$ cat config.mk
export PLATFORM = sky130hd
export DESIGN_NAME = display_fifo
export DESIGN_NICKNAME = d
export VERILOG_FILES = /design/src/rtl/display_pkg.sv /design/src/rtl/display_fifo_mem.sv /design/src/rtl/display_fifo.sv
export SDC_FILE = /design/constraint.sdc
export NUM_CORES = 1
export LEC_CHECK = 0
export ABC_AREA = 1
export CORE_ASPECT_RATIO = 0.6
export CORE_MARGIN = 8
export CORE_UTILIZATION = 47
export DETAILED_ROUTE_END_ITERATION = 8
export GPL_TIMING_DRIVEN = 0
export PLACE_DENSITY = 0.75
export SYNTH_ARGS = -nofsm -noshare
export SYNTH_HDL_FRONTEND = slang
export SYNTH_SLANG_ARGS = --single-unit
$ cat constraint.sdc
create_clock -name clk -period 1.79 [get_ports clk]
set_input_delay 0.2685 -clock clk [delete_from_list [all_inputs] [get_ports clk]]
set_output_delay 0.2685 -clock clk [all_outputs]
set_load 0.02 [all_outputs]
$ cat src/rtl/display_pkg.sv
// ============================================================================
// Module      : display_pkg
// Description : Shared widths and default sizing for the display FIFO slice.
// Revision    : 1.0 - initial release
// ============================================================================
`default_nettype none

package display_pkg;

    localparam int c_display_in_w   = 16;
    localparam int c_display_data_w = 8;
    localparam int c_display_depth  = 4;

endpackage : display_pkg

`default_nettype wire

$ cat src/rtl/display_fifo_mem.sv
// ============================================================================
// Module      : display_fifo_mem
// Description : DEPTH x DATA_W storage, one write port, async read, no reset.
// Revision    : 1.0 - initial release
// ============================================================================
`default_nettype none

module display_fifo_mem
    import display_pkg::*;
#(
    parameter int DATA_W = c_display_data_w,
    parameter int DEPTH  = c_display_depth
) (
    input  logic                     clk,
    input  logic                     wr_en,
    input  logic [$clog2(DEPTH)-1:0] wr_addr,
    input  logic [DATA_W-1:0]        wr_data,
    input  logic [$clog2(DEPTH)-1:0] rd_addr,
    output logic [DATA_W-1:0]        rd_data
);

    logic [DATA_W-1:0] r_mem [DEPTH];

    always_ff @(posedge clk) begin
        if (wr_en) begin
            r_mem[wr_addr] <= wr_data;
        end
    end

    assign rd_data = r_mem[rd_addr];

endmodule : display_fifo_mem

`default_nettype wire

$ cat src/rtl/display_fifo.sv
// ============================================================================
// Module      : display_fifo
// Description : First-word-fall-through CPU-to-display character buffer.
//               Optional sticky overflow flag under DISPLAY_FIFO_OVF_EN.
// Revision    : 1.0 - initial release
// ============================================================================
`default_nettype none

module display_fifo
    import display_pkg::*;
#(
    parameter int DATA_W = c_display_data_w,
    parameter int DEPTH  = c_display_depth
) (
    input  logic                       clk,
    input  logic                       rst,
    input  logic                       in_en,
    input  logic [c_display_in_w-1:0]  in,
    output logic                       in_full,
    output logic [DATA_W-1:0]          out,
    output logic                       out_valid,
    input  logic                       out_ready,
    output logic [$clog2(DEPTH+1)-1:0] count
`ifdef DISPLAY_FIFO_OVF_EN
    ,
    output logic                       ovf,
    input  logic                       ovf_clr
`endif
);

    localparam int c_aw = $clog2(DEPTH);
    localparam int c_cw = $clog2(DEPTH+1);

    logic [c_aw-1:0]   r_wr_ptr;
    logic [c_aw-1:0]   r_rd_ptr;
    logic [c_cw-1:0]   r_count;
    logic              w_full;
    logic              w_empty;
    logic              w_push;
    logic              w_pop;
    logic [DATA_W-1:0] w_rd_data;
    logic              w_unused_in;

    // Occupancy decides full/empty; pointers alike mean either state.
    assign w_full  = (r_count == c_cw'(DEPTH));
    assign w_empty = (r_count == '0);
    assign w_pop   = !w_empty && out_ready;
    assign w_push  = in_en && (!w_full || w_pop);

    // Upper bits of the CPU word are not stored.
    assign w_unused_in = ^in;

    always_ff @(posedge clk or posedge rst) begin
        if (rst) begin
            r_wr_ptr <= '0;
            r_rd_ptr <= '0;
            r_count  <= '0;
        end else begin
            if (w_push) begin
                r_wr_ptr <= r_wr_ptr + c_aw'(1);
            end
            if (w_pop) begin
                r_rd_ptr <= r_rd_ptr + c_aw'(1);
            end
            case ({w_push, w_pop})
                2'b10:   r_count <= r_count + c_cw'(1);
                2'b01:   r_count <= r_count - c_cw'(1);
                default: r_count <= r_count;
            endcase
        end
    end

    display_fifo_mem #(
        .DATA_W (DATA_W),
        .DEPTH  (DEPTH)
    ) u_mem (
        .clk     (clk),
        .wr_en   (w_push),
        .wr_addr (r_wr_ptr),
        .wr_data (in[DATA_W-1:0]),
        .rd_addr (r_rd_ptr),
        .rd_data (w_rd_data)
    );

    assign in_full   = w_full;
    assign out_valid = !w_empty;
    assign out       = w_empty ? '0 : w_rd_data;
    assign count     = r_count;

`ifdef DISPLAY_FIFO_OVF_EN
    logic w_drop;
    logic r_ovf;

    assign w_drop = in_en && w_full && !w_pop;

    // A drop in the same cycle as a clear wins, so no loss goes unreported.
    always_ff @(posedge clk or posedge rst) begin
        if (rst) begin
            r_ovf <= 1'b0;
        end else if (w_drop) begin
            r_ovf <= 1'b1;
        end else if (ovf_clr) begin
            r_ovf <= 1'b0;
        end
    end

    assign ovf = r_ovf;
`endif

endmodule : display_fifo

`default_nettype wire

* Word-level counts from Yosys, hierarchy flattened
Memories as Yosys holds them, arrays and structs flattened.
Index checks and enable logic that the tools add are counted.
** Storage, ports and cells
- Bits in writable memories :: 32
- Output and inout port bits :: 13
- Register bits :: 7
- Bits of input ports :: 20
- Memories kept :: 1
** Cells by class
- Reduce and logical (&&, ||, !) cells :: 7
- $add $sub $neg :: 4
- Multiplexer cells :: 4
- Eq/ne operators :: 3
** Memories
- u_mem.r_mem :: words 4, bits a word 8, rd ports 1, clocked after memory_dff 0, write ports 1, line display_fifo_mem.sv:22 : logic [DATA_W-1:0] r_mem [DEPTH];
** Operators by type and width (number)
- $mux W8 :: 1
- $pmux W3 S2 :: 1
- $add A2 B1 Y2 const B :: 2
- $add A3 B1 Y3 const B :: 1
- $eq A3 B3 Y1 const B :: 1
- $logic_not A3 Y1 :: 1
- $sub A3 B1 Y3 const B :: 1
- $eq A2 B1 Y1 const B :: 1
- $eq A2 B2 Y1 const B :: 1
- $logic_and A1 B1 Y1 :: 2
- $logic_not A1 Y1 :: 2
- $mux W1 :: 2
- $reduce_bool A2 Y1 :: 1
- $logic_or A1 B1 Y1 :: 1

* Longest topological paths before layout
Gate-level depths: netlist of run 1.
- Depth after elaboration :: 7
- Mapped depth :: 12
- Mapped depth without buffers :: 12

* Cells and area by module
A second synthesis of run 1 with hierarchy kept.
** Unflattened totals
- Cell total of the unflattened synthesis :: 201
- Area total of the unflattened synthesis :: 1870.5 sq um
** Modules (own cells, without submodules)
- display_fifo_mem :: sequential area each 960.9 sq um, area an instance 1387.6 sq um, cells an instance 133, times used 1
- display_fifo :: sequential area each 175.2 sq um, area an instance 483.0 sq um, cells an instance 68, times used 1

* Worst setup path before layout of run 1
OpenSTA, ideal clock, no wires.
- Kind :: flip-flop to flip-flop
- Start :: register r_count[0] (netlist: count[0])
- End :: register r_count[2] (netlist: count[2])
- Cell stages (with the launch flop) :: 12
- Clock period less this slack :: 1.943 ns
- Setup slack :: -0.153 ns
- Data arrival time :: 1.826 ns
- Data required time :: 1.673 ns
- Cells stage by stage :: dfrtp_1 nor2_1 nand2_1 nand2_1 inv_1 ha_1 inv_1 fa_1 nand2_1 nand3_1 nand2_1 nand2_1
** On the way
- Cells in the longest elaborated chain, start to end :: 7
- Elaborated cells on any way between the ends :: 13
- Classes of those cells :: add/sub: 2; eq/ne: 3; mux: 1; reduce/logical: 7
** Ends and longest elaborated chain
- start: declaration :: line display_fifo.sv:36 : logic [c_cw-1:0] r_count;
- start signal: assignment :: line display_fifo.sv:66 : 2'b10: r_count <= r_count + c_cw'(1);
- start signal: assignment :: line display_fifo.sv:67 : 2'b01: r_count <= r_count - c_cw'(1);
- start signal: assignment :: line display_fifo.sv:68 : default: r_count <= r_count;
- $logic_not A3 Y1 (*) :: line display_fifo.sv:46 : assign w_empty = (r_count == '0);
- $logic_not A1 Y1 (*)
- via out_valid :: line display_fifo.sv:21 : output logic out_valid,
- $logic_and A1 B1 Y1 (*) :: line display_fifo.sv:47 : assign w_pop = !w_empty && out_ready;
- via w_pop :: line display_fifo.sv:40 : logic w_pop;
- $logic_or A1 B1 Y1 :: line display_fifo.sv:48 : assign w_push = in_en && (!w_full || w_pop);
- $logic_and A1 B1 Y1 :: line display_fifo.sv:48
- $eq A2 B1 Y1 or $eq A2 B2 Y1 (tied branches) :: line display_fifo.sv:65 : case ({w_push, w_pop})
- $pmux W3 S2 or $reduce_bool A2 Y1 (tied branches)
The timed path passes the listed nets; every way through them passes the cells marked *.
A chain may end at the register's enable or synchronous reset.

* Worst setup path after layout of run 1
- Start :: input out_ready
- End :: memory u_mem.r_mem[2][4] in the netlist's numbering (enable)
** On the way
- Cells in the longest elaborated chain, start to end :: 5
** Ends and longest elaborated chain
- start: declaration :: line display_fifo.sv:22 : input logic out_ready,
- $logic_and A1 B1 Y1 :: line display_fifo.sv:47
- $logic_or A1 B1 Y1 :: line display_fifo.sv:48
- $logic_and A1 B1 Y1 :: line display_fifo.sv:48
- $mux W1 :: line display_fifo_mem.sv:25 : if (wr_en) begin
- $mux W1 (not written as such) :: line display_fifo_mem.sv:26 : r_mem[wr_addr] <= wr_data;
- end: declaration :: line display_fifo_mem.sv:22
Every way passes these cells.

==> flow_metrics.tcl, run 1 <==
set metrics [dict create \
    drv_slew 0 \
    max-slew-margin-rel 0.4231 \
    placedCellCount 257 \
    dieWidth_um 96.79 \
    ir_drop_v 0.0007467 \
    synth_top_family_by_area "simple AND/OR/NAND/NOR gates" \
    core.rowCount 17 \
    tightestPinTransition_ns 0.8621 \
    initial_core_util 0.4945 \
    clk_latency_ns 0.28 \
    finalInstanceArea_um2 2396 \
    synthAdderAreaFrac 0.04487 \
    fin_crit_ns 1.789 \
    antenna_found_initial 0 \
    grt_pass1_wl_um 5954 \
    ant_nets 0 \
    final_util 0.6437 \
    n_antenna_cell 0 \
    nNetsFinal 253 \
    ys_warn_count 0 \
    status "finished, final reports clean" \
    p_per_area_nw_per_um2 1686 \
    crit_type "in2reg" \
    finClkSkew_ns 0.004221 \
    place.detailed.hpwl_um 2441 \
    final.fill_count 288 \
    syn2layout_area_growth_pct 30.18 \
    cp.arrival_ns 1.70 \
    synth_cell_types 20 \
    final_cell_mix "46 x inv_1, 43 x nand2_1, 32 x edfxtp_1" \
    maxCapViolations 0 \
    routed_wl_um 3829 \
    hold_ws_ns 0.2244 \
    cts_buffer_depth 2 \
    cts_hold_buf 0 \
    grt_overflow_total 0 \
    worstPathRequired_ns 1.70 \
    clkSinkCount 39 \
    cp-start-kind "primary input" \
    place_area_um2 2158 \
    cp-end-kind "register" \
    finalHoldViolations 0 \
    cts.clk_slew.worst_paths_ns 0.07 \
    core-area_um2 3722 \
    synth-seq-cells 39 \
    synth_compound_area_frac 0.02923 \
    crit_fanout 8 \
    hold_path.class "in2async" \
    die_h_um 64.47 \
    synthMuxAreaShare 0 \
    ff_latch_area_um2 1140 \
    cpPeakStageDelay_ns 0.66 \
    drt-initial-drc-count 72 \
    ys_seq_area_frac 0.6173 \
    drt-wirelength-per-cell_um 13.92 \
    cp_cell_sequence "clkdlybuf4s50_1, inv_1, nand3_4, nand2_4, nor2_1" \
    critPathTopFamily "simple AND/OR/NAND/NOR gates" \
    syn-instance-count 186 \
    port_buffers 24 \
    dieArea_um2 6240 \
    multiInputGateArea_um2 566.8 \
    h-tree-depth 2 \
    syn_area_um2 1841 \
    leakage_uw 0.001090 \
    rsz0062_at_grt "yes" \
    drc 0 \
    setup_viol 0 \
    layout_commonest_cell "inv_1" \
    critical_path.slowest_cell "nor2_1" \
    synth-simple-area-share 0.1740 \
    cts_root_buf "clkbuf_8" \
    io_pins 33 \
    vias_per_cell 4.629 \
    fin_cells 275 \
    gp_congestion 0.7310 \
    drive_above_1_share 0.2456 \
    fmax_ghz 0.5590 \
    syn_avg_cell_area_um2 9.895 \
    grt_max_degree 12 \
    dr.pass1.iters 4 \
    grt_use_total 0.1218 \
    finalCritPeriodShare 0.9993 \
    synth_nets 212 \
    num_vias 1273 \
    synth_xor_area_frac 0.009517 \
    first_global_vias 1231 \
    cts_tree "yes" \
    fin_tns_setup_ns 0 \
    cts_buffers 5 \
    crit_buf_inv 2 \
]
-- layer usage --
| layer | wire length (um) | up-vias | global-route usage |
|---|---|---|---|
| met3 | 213 | 6 | 0.04550 |
| met4 | 37 | 0 | 0.04762 |
| met5 | 0 | - | 0 |
| li1 | - | 659 | - |
| met2 | 1718 | 30 | 0.1790 |
| met1 | 1859 | 578 | 0.1599 |
-- state kept, by name, indices dropped and copies added, names as in the netlist --
signal and flops:
u_mem.r_mem 32, count 3, r_rd_ptr 2, r_wr_ptr 2
-- layout make-up --
class / instances / share of cell area
plain buffers: 4 / 0.01723
clock buffers: 7 / 0.03185
clock inverters: 1 / 0.002089
inverters: 50 / 0.08198
multi-input cells: 93 / 0.2366
flip-flops and latches: 39 / 0.4757
well taps: 47 / 0.02454
repair buffers: 34 / 0.1300
-- kinds of logic (layout without fill, tap and decap cells) --
| kind of cell | count (synthesis) | count (layout) |
|---|---|---|
| simple gates | 75 | 75 |
| buf+inv | 54 | 96 |
| flops | 39 | 39 |
| compound gates | 10 | 10 |
| fa+ha+maj | 6 | 6 |
| xor+xnor | 2 | 2 |
-- where the power goes --
part | internal (uW) | leakage, uW | switching (uW)
logic | 915 | 0.000673 | 1240
clock network | 273 | 0.0000422 | 284
registers | 1210 | 0.000375 | 117
-- cells in the mapped netlist --
master | number | area (um2)
inv_1 | 49 | 183.9
nand2_1 | 46 | 172.7
edfxtp_1 | 32 | 960.9
nand3_1 | 19 | 95.09
a21oi_1 | 7 | 35.03
dfrtp_1 | 7 | 175.2
ha_1 | 5 | 62.56
nor2_1 | 5 | 18.77
buf_6 | 2 | 22.52
nand2_2 | 2 | 12.51
o21ai_0 | 2 | 10.01
xnor2_1 | 2 | 17.52
a21oi_2 | 1 | 8.760
buf_4 | 1 | 7.510
clkbuf_4 | 1 | 7.510
fa_1 | 1 | 20.02
inv_6 | 1 | 8.760
nand3_2 | 1 | 10.01
nand4_1 | 1 | 6.260
nor3_1 | 1 | 5.000
-- timing repair --
action,4_1_cts,5_1_grt
pin swaps,1,6
buffers inserted,1,9
endpoints found under the setup margin,18,26
resized for setup,39,28
-- final timing paths --
path | start | endpoint | slack (ns) | cells past startpoint
max | out_ready | u_mem.r_mem[2][4] | 0.001 | 5
min | rst | r_wr_ptr[1] | 0.22 | 2
max reg2reg | count[0] | count[2] | 0.01 | 10
min reg2reg | r_wr_ptr[0] | r_wr_ptr[0] | 0.54 | 2
max in group asynchronous | rst | count[0] | 1.31 | 2
min in group clk | r_wr_ptr[0] | r_wr_ptr[0] | 0.54 | 2
-- metrics by stage --
step	total power, uW	setup slack, ns
4_1_cts	3631	-0.01514
2_1_floorplan	2490	0.01361
3_3_place_gp	3170	-0.2904
5_1_grt	4344	-0.1144
6_report	4040	0.001185
3_5_place_dp	3208	-0.3337
Power figures use the tool's default switching activity.
==> inputs of run 2 (changes only) <==
--- a/config.mk
+++ b/config.mk
@@ -6,11 +6,11 @@
 export NUM_CORES = 1
 export LEC_CHECK = 0
 export ABC_AREA = 1
+export CAP_MARGIN = 10
 export CORE_ASPECT_RATIO = 0.6
 export CORE_MARGIN = 8
 export CORE_UTILIZATION = 47
 export DETAILED_ROUTE_END_ITERATION = 8
-export GPL_TIMING_DRIVEN = 0
 export PLACE_DENSITY = 0.75
 export SYNTH_ARGS = -nofsm -noshare
 export SYNTH_HDL_FRONTEND = slang
==> flow_metrics.tcl, run 2 (synthesis gave the netlist of run 1 again) <==
set metrics [dict create \
    cp-end-kind "register" \
    routed_wl_um 3722 \
    finalHoldViolations 0 \
    h-tree-depth 2 \
    ant_nets 0 \
    num_vias 1327 \
    rsz0062_at_grt "yes" \
    core-area_um2 3722 \
    largest_reg_flops 32 \
    hold_path.class "in2async" \
    fin_tns_setup_ns 0 \
    n_antenna_cell 0 \
    cts_buffer_depth 2 \
    crit_type "reg2reg" \
    drt-initial-drc-count 97 \
    p_per_area_nw_per_um2 1623 \
    cts_tree "yes" \
    layout_commonest_cell "inv_1" \
    dr.pass1.iters 4 \
    grt_overflow_total 0 \
    clkSinkCount 39 \
    p_switching_uw 1542 \
    maxCapViolations 0 \
    drv_slew 0 \
    grt_max_degree 18 \
    cts.clk_slew.worst_paths_ns 0.07 \
    dieArea_um2 6240 \
    status "finished, final reports clean" \
    die_h_um 64.47 \
    port_buffers 24 \
    fin_crit_ns 1.730 \
    drc 0 \
    cts_buffers 5 \
    initial_core_util 0.4945 \
    max-slew-margin-rel 0.7778 \
    final_cell_mix "48 x inv_1, 45 x nand2_1, 32 x edfxtp_1" \
    cp-start-kind "register" \
    tightestPinTransition_ns 0.3329 \
    core.rowCount 17 \
    cts_hold_buf 0 \
    worstPathRequired_ns 1.98 \
    ir_drop_v 0.0008704 \
    io_pins 33 \
    cts_root_buf "clkbuf_8" \
    grt_use_total 0.1272 \
    leakage_uw 0.001119 \
    syn2layout_area_growth_pct 27.46 \
    place.detailed.hpwl_um 2661 \
    gp_congestion 0.7397 \
    p_clk_frac 0.152 \
    drt-wirelength-per-cell_um 13.15 \
    nNetsFinal 261 \
    finClkSkew_ns 0.005495 \
    cp.arrival_ns 1.92 \
    crit_fanout 2 \
    dieWidth_um 96.79 \
    top_register "u_mem.r_mem" \
    vias_per_cell 4.689 \
    swShare 0.4049 \
    first_global_vias 1296 \
    finalCritPeriodShare 0.9664 \
    antenna_found_initial 0 \
    drive_above_1_share 0.2119 \
    combPwrFrac 0.502 \
    clk_latency_ns 0.30 \
    setup_viol 0 \
    hold_ws_ns 0.2202 \
    final.fill_count 309 \
    p_seq_frac 0.346 \
    grt_pass1_wl_um 6113 \
    internal_power_uw 2266 \
    fmax_ghz 0.5781 \
]
## run 2: final cells by class
class	instances	area, um2	area share
clock inverters	2	12.51	0.005333
inverters	50	192.7	0.08213
clock buffers	6	72.57	0.03093
multi-input cells	93	489.2	0.2085
flip-flops and latches	39	1141	0.4864
repair buffers	46	379.1	0.1616
well taps	47	58.81	0.02507
## run 2: metrics by stage
stage	power [uW]	cells	util	area [um2]	setup WS [ns]
global route	4099	283	0.6303	2346	-0.03999
CTS	3955	283	0.6430	2394	0.0007870
floorplan	2490	186	-	1859	0.01361
global placement	3357	275	0.6175	2298	-0.1111
finish	3808	283	0.6303	2346	0.06007
detailed placement	3407	275	0.6175	2298	-0.1380
## run 2: path summary, 6_finish.rpt
check / from / to / slack [ns] / cells past startpoint
max in group asynchronous: rst / r_rd_ptr[0] / 1.30 / 2
max: count[1] / count[2] / 0.06 / 10
min in group clk: r_wr_ptr[0] / r_wr_ptr[0] / 0.55 / 2
min: rst / count[2] / 0.22 / 2
min reg2reg: r_wr_ptr[0] / r_wr_ptr[0] / 0.55 / 2
max reg2reg: count[1] / count[2] / 0.06 / 10
## run 2: worst max-delay path, stage by stage (launching register included)
cell	delay (ns)
dfrtp_2	0.42
nor2_4	0.15
nand3_2	0.09
nand2_2	0.08
ha_1	0.15
inv_1	0.06
fa_1	0.38
nand2_1	0.10
nand3_1	0.08
nand2_1	0.06
nand2_1	0.04
## run 2: repair_timing
action	4_1_cts	5_1_grt
gates resized for setup	26	10
endpoints found under the setup margin	9	11
buffers inserted	0	0
## run 2: power by group through the flow
stage | Combinational [uW] | Sequential [uW] | Clock (uW)
after detailed placement | 2080 | 1330 | 0
after global routing | 2120 | 1340 | 643
final | 1910 | 1320 | 579
after floorplan | 1130 | 1360 | 0
after global placement | 2030 | 1320 | 0
after CTS | 2030 | 1320 | 605
## run 2: per-layer routing
layer,share of wire,global-route usage,routed length (um)
met2,0.44,0.1924,1628
met1,0.48,0.1569,1789
met4,0.015,0.04571,54
met5,0,0,0
met3,0.067,0.05926,249
==> inputs of run 3 (changes only) <==
--- a/config.mk
+++ b/config.mk
@@ -7,11 +7,13 @@
 export LEC_CHECK = 0
 export ABC_AREA = 1
 export CAP_MARGIN = 10
+export CELL_PAD_IN_SITES_DETAIL_PLACEMENT = 1
+export CELL_PAD_IN_SITES_GLOBAL_PLACEMENT = 2
 export CORE_ASPECT_RATIO = 0.6
 export CORE_MARGIN = 8
-export CORE_UTILIZATION = 47
+export CORE_UTILIZATION = 29
 export DETAILED_ROUTE_END_ITERATION = 8
-export PLACE_DENSITY = 0.75
+export PLACE_DENSITY_LB_ADDON = 0.1
 export SYNTH_ARGS = -nofsm -noshare
 export SYNTH_HDL_FRONTEND = slang
 export SYNTH_SLANG_ARGS = --single-unit
==> flow_metrics.tcl, run 3 (synthesis gave the netlist of run 1 again) <==
set metrics [dict create \
    hold_ws_ns 0.2295 \
    dieWidth_um 118.8 \
    hold_path.class "in2async" \
    crit_fanout 2 \
    routed_wl_um 4282 \
    cpPeakStageDelay_ns 0.43 \
    crit_type "reg2reg" \
    largest_reg_flops 32 \
    rr_startpoint "count[0]" \
    gp_congestion 0.7434 \
    leakage_uw 0.001141 \
    top_register "u_mem.r_mem" \
    fmax_ghz 0.5749 \
    cts.clk_slew.worst_paths_ns 0.07 \
    grt_max_degree 18 \
    critical_path.slowest_cell "dfrtp_2" \
    grt_use_met3 0.02746 \
    io_pins 33 \
    n_antenna_cell 0 \
    r2r-end "count[2]" \
    cts_root_buf "clkbuf_8" \
    final_cell_mix "46 x inv_1, 43 x nand2_1, 32 x edfxtp_1" \
    ff2ff_setup_slack_ns 0.05 \
    place.detailed.hpwl_um 3223 \
    worst_slack_ns 0.05061 \
    cp-start-kind "register" \
    core.rowCount 22 \
    cp_cell_sequence "nor2_4, nand3_2, nand2_2, ha_4, inv_2, fa_2, nand2_2, nand3_1, nand2_1, nand2_1" \
    grt_use_total 0.09612 \
    status "finished, final reports clean" \
    dr.pass1.iters 3 \
    drv_slew 0 \
    finalHoldViolations 0 \
    core-area_um2 6111 \
    critPathTopFamily "simple AND/OR/NAND/NOR gates" \
    reg2reg_depth 10 \
    cp.arrival_ns 1.91 \
    finClkSkew_ns 0.007281 \
    maxCapViolations 0 \
    placedCellCount 313 \
    drive_above_1_share 0.2437 \
    num_vias 1337 \
    fin_crit_ns 1.739 \
    initial_core_util 0.3012 \
    antenna_found_initial 0 \
    finalCritPeriodShare 0.9717 \
    port_buffers 24 \
    layout_commonest_cell "inv_1" \
    top_usage_layer "met2" \
    setup_viol 0 \
    p_per_area_nw_per_um2 1650 \
    grt_overflow_total 0 \
    gr-usage-met1 0.1157 \
    crit_buf_inv 1 \
    clk_latency_ns 0.28 \
    fin_tns_setup_ns 0 \
    max-slew-margin-rel 0.7870 \
    ir_drop_v 0.0005736 \
    nNetsFinal 263 \
    cts_tree "yes" \
    worstPathRequired_ns 1.97 \
    final.fill_count 717 \
    dieArea_um2 9235 \
    fin_cells 322 \
    first_global_vias 1453 \
    cp-end-kind "register" \
    vias_per_cell 4.152 \
    drt-wirelength-per-cell_um 13.30 \
    final_util 0.4009 \
    ant_nets 0 \
    grtUsageMet2 0.1572 \
    cts_buffer_depth 2 \
    cts_buffers 5 \
    clkSinkCount 39 \
    syn2layout_area_growth_pct 33.11 \
    die_h_um 77.71 \
    h-tree-depth 2 \
    dp_slack_ns -0.1877 \
    drc 0 \
    tightestPinTransition_ns 0.3191 \
    grt_pass1_wl_um 6851 \
    drt-initial-drc-count 41 \
]
## run 3: metrics by stage
stage / total power, uW / instance area (um2)
after global placement: 3425 / 2352
after detailed placement: 3497 / 2352
after global routing: 4345 / 2450
after floorplan: 2490 / 1859
final: 4043 / 2450
after CTS: 4133 / 2451
## run 3: layer usage
| layer | share of wire | vias to the layer above | wire (um) |
|---|---|---|---|
| li1 | - | 675 | - |
| met5 | 0 | - | 0 |
| met3 | 0.043 | 7 | 182 |
| met1 | 0.47 | 635 | 2000 |
| met2 | 0.47 | 20 | 2027 |
| met4 | 0.017 | 0 | 72 |
## run 3: what timing repair did
action	in CTS	in global routing
buffers inserted	0	1
resized for setup	31	13
pin swaps	0	4
hold buffers	0	0
setup endpoints to repair	9	8
hold endpoints to repair	0	0
## run 3: layout make-up
| class | instances | area (um2) | area share |
|---|---|---|---|
| clock inverter | 3 | 38.79 | 0.01583 |
| tap | 84 | 105.1 | 0.04290 |
| clock buffer | 5 | 68.82 | 0.02809 |
| sequential | 39 | 1141 | 0.4658 |
| timing repair buffer | 48 | 394.1 | 0.1609 |
| inverter | 50 | 192.7 | 0.07865 |
| multi-input combinational | 93 | 509.2 | 0.2079 |
## run 3: worst max path at each step
stage | start | to | depth (start not counted)
final | count[0] | count[2] | 10
after global routing | count[0] | count[2] | 10
after CTS | count[1] | out_valid | 3
after detailed placement | out_ready | count[2] | 11
after global placement | out_ready | count[2] | 11
after floorplan | count[2] | count[2] | 11
## run 3: where the power goes
part	total (uW)	internal [uW]	switching (uW)
clock network	700	408	292
logic	2020	842	1180
registers	1320	1210	113
total	4040	2460	1580
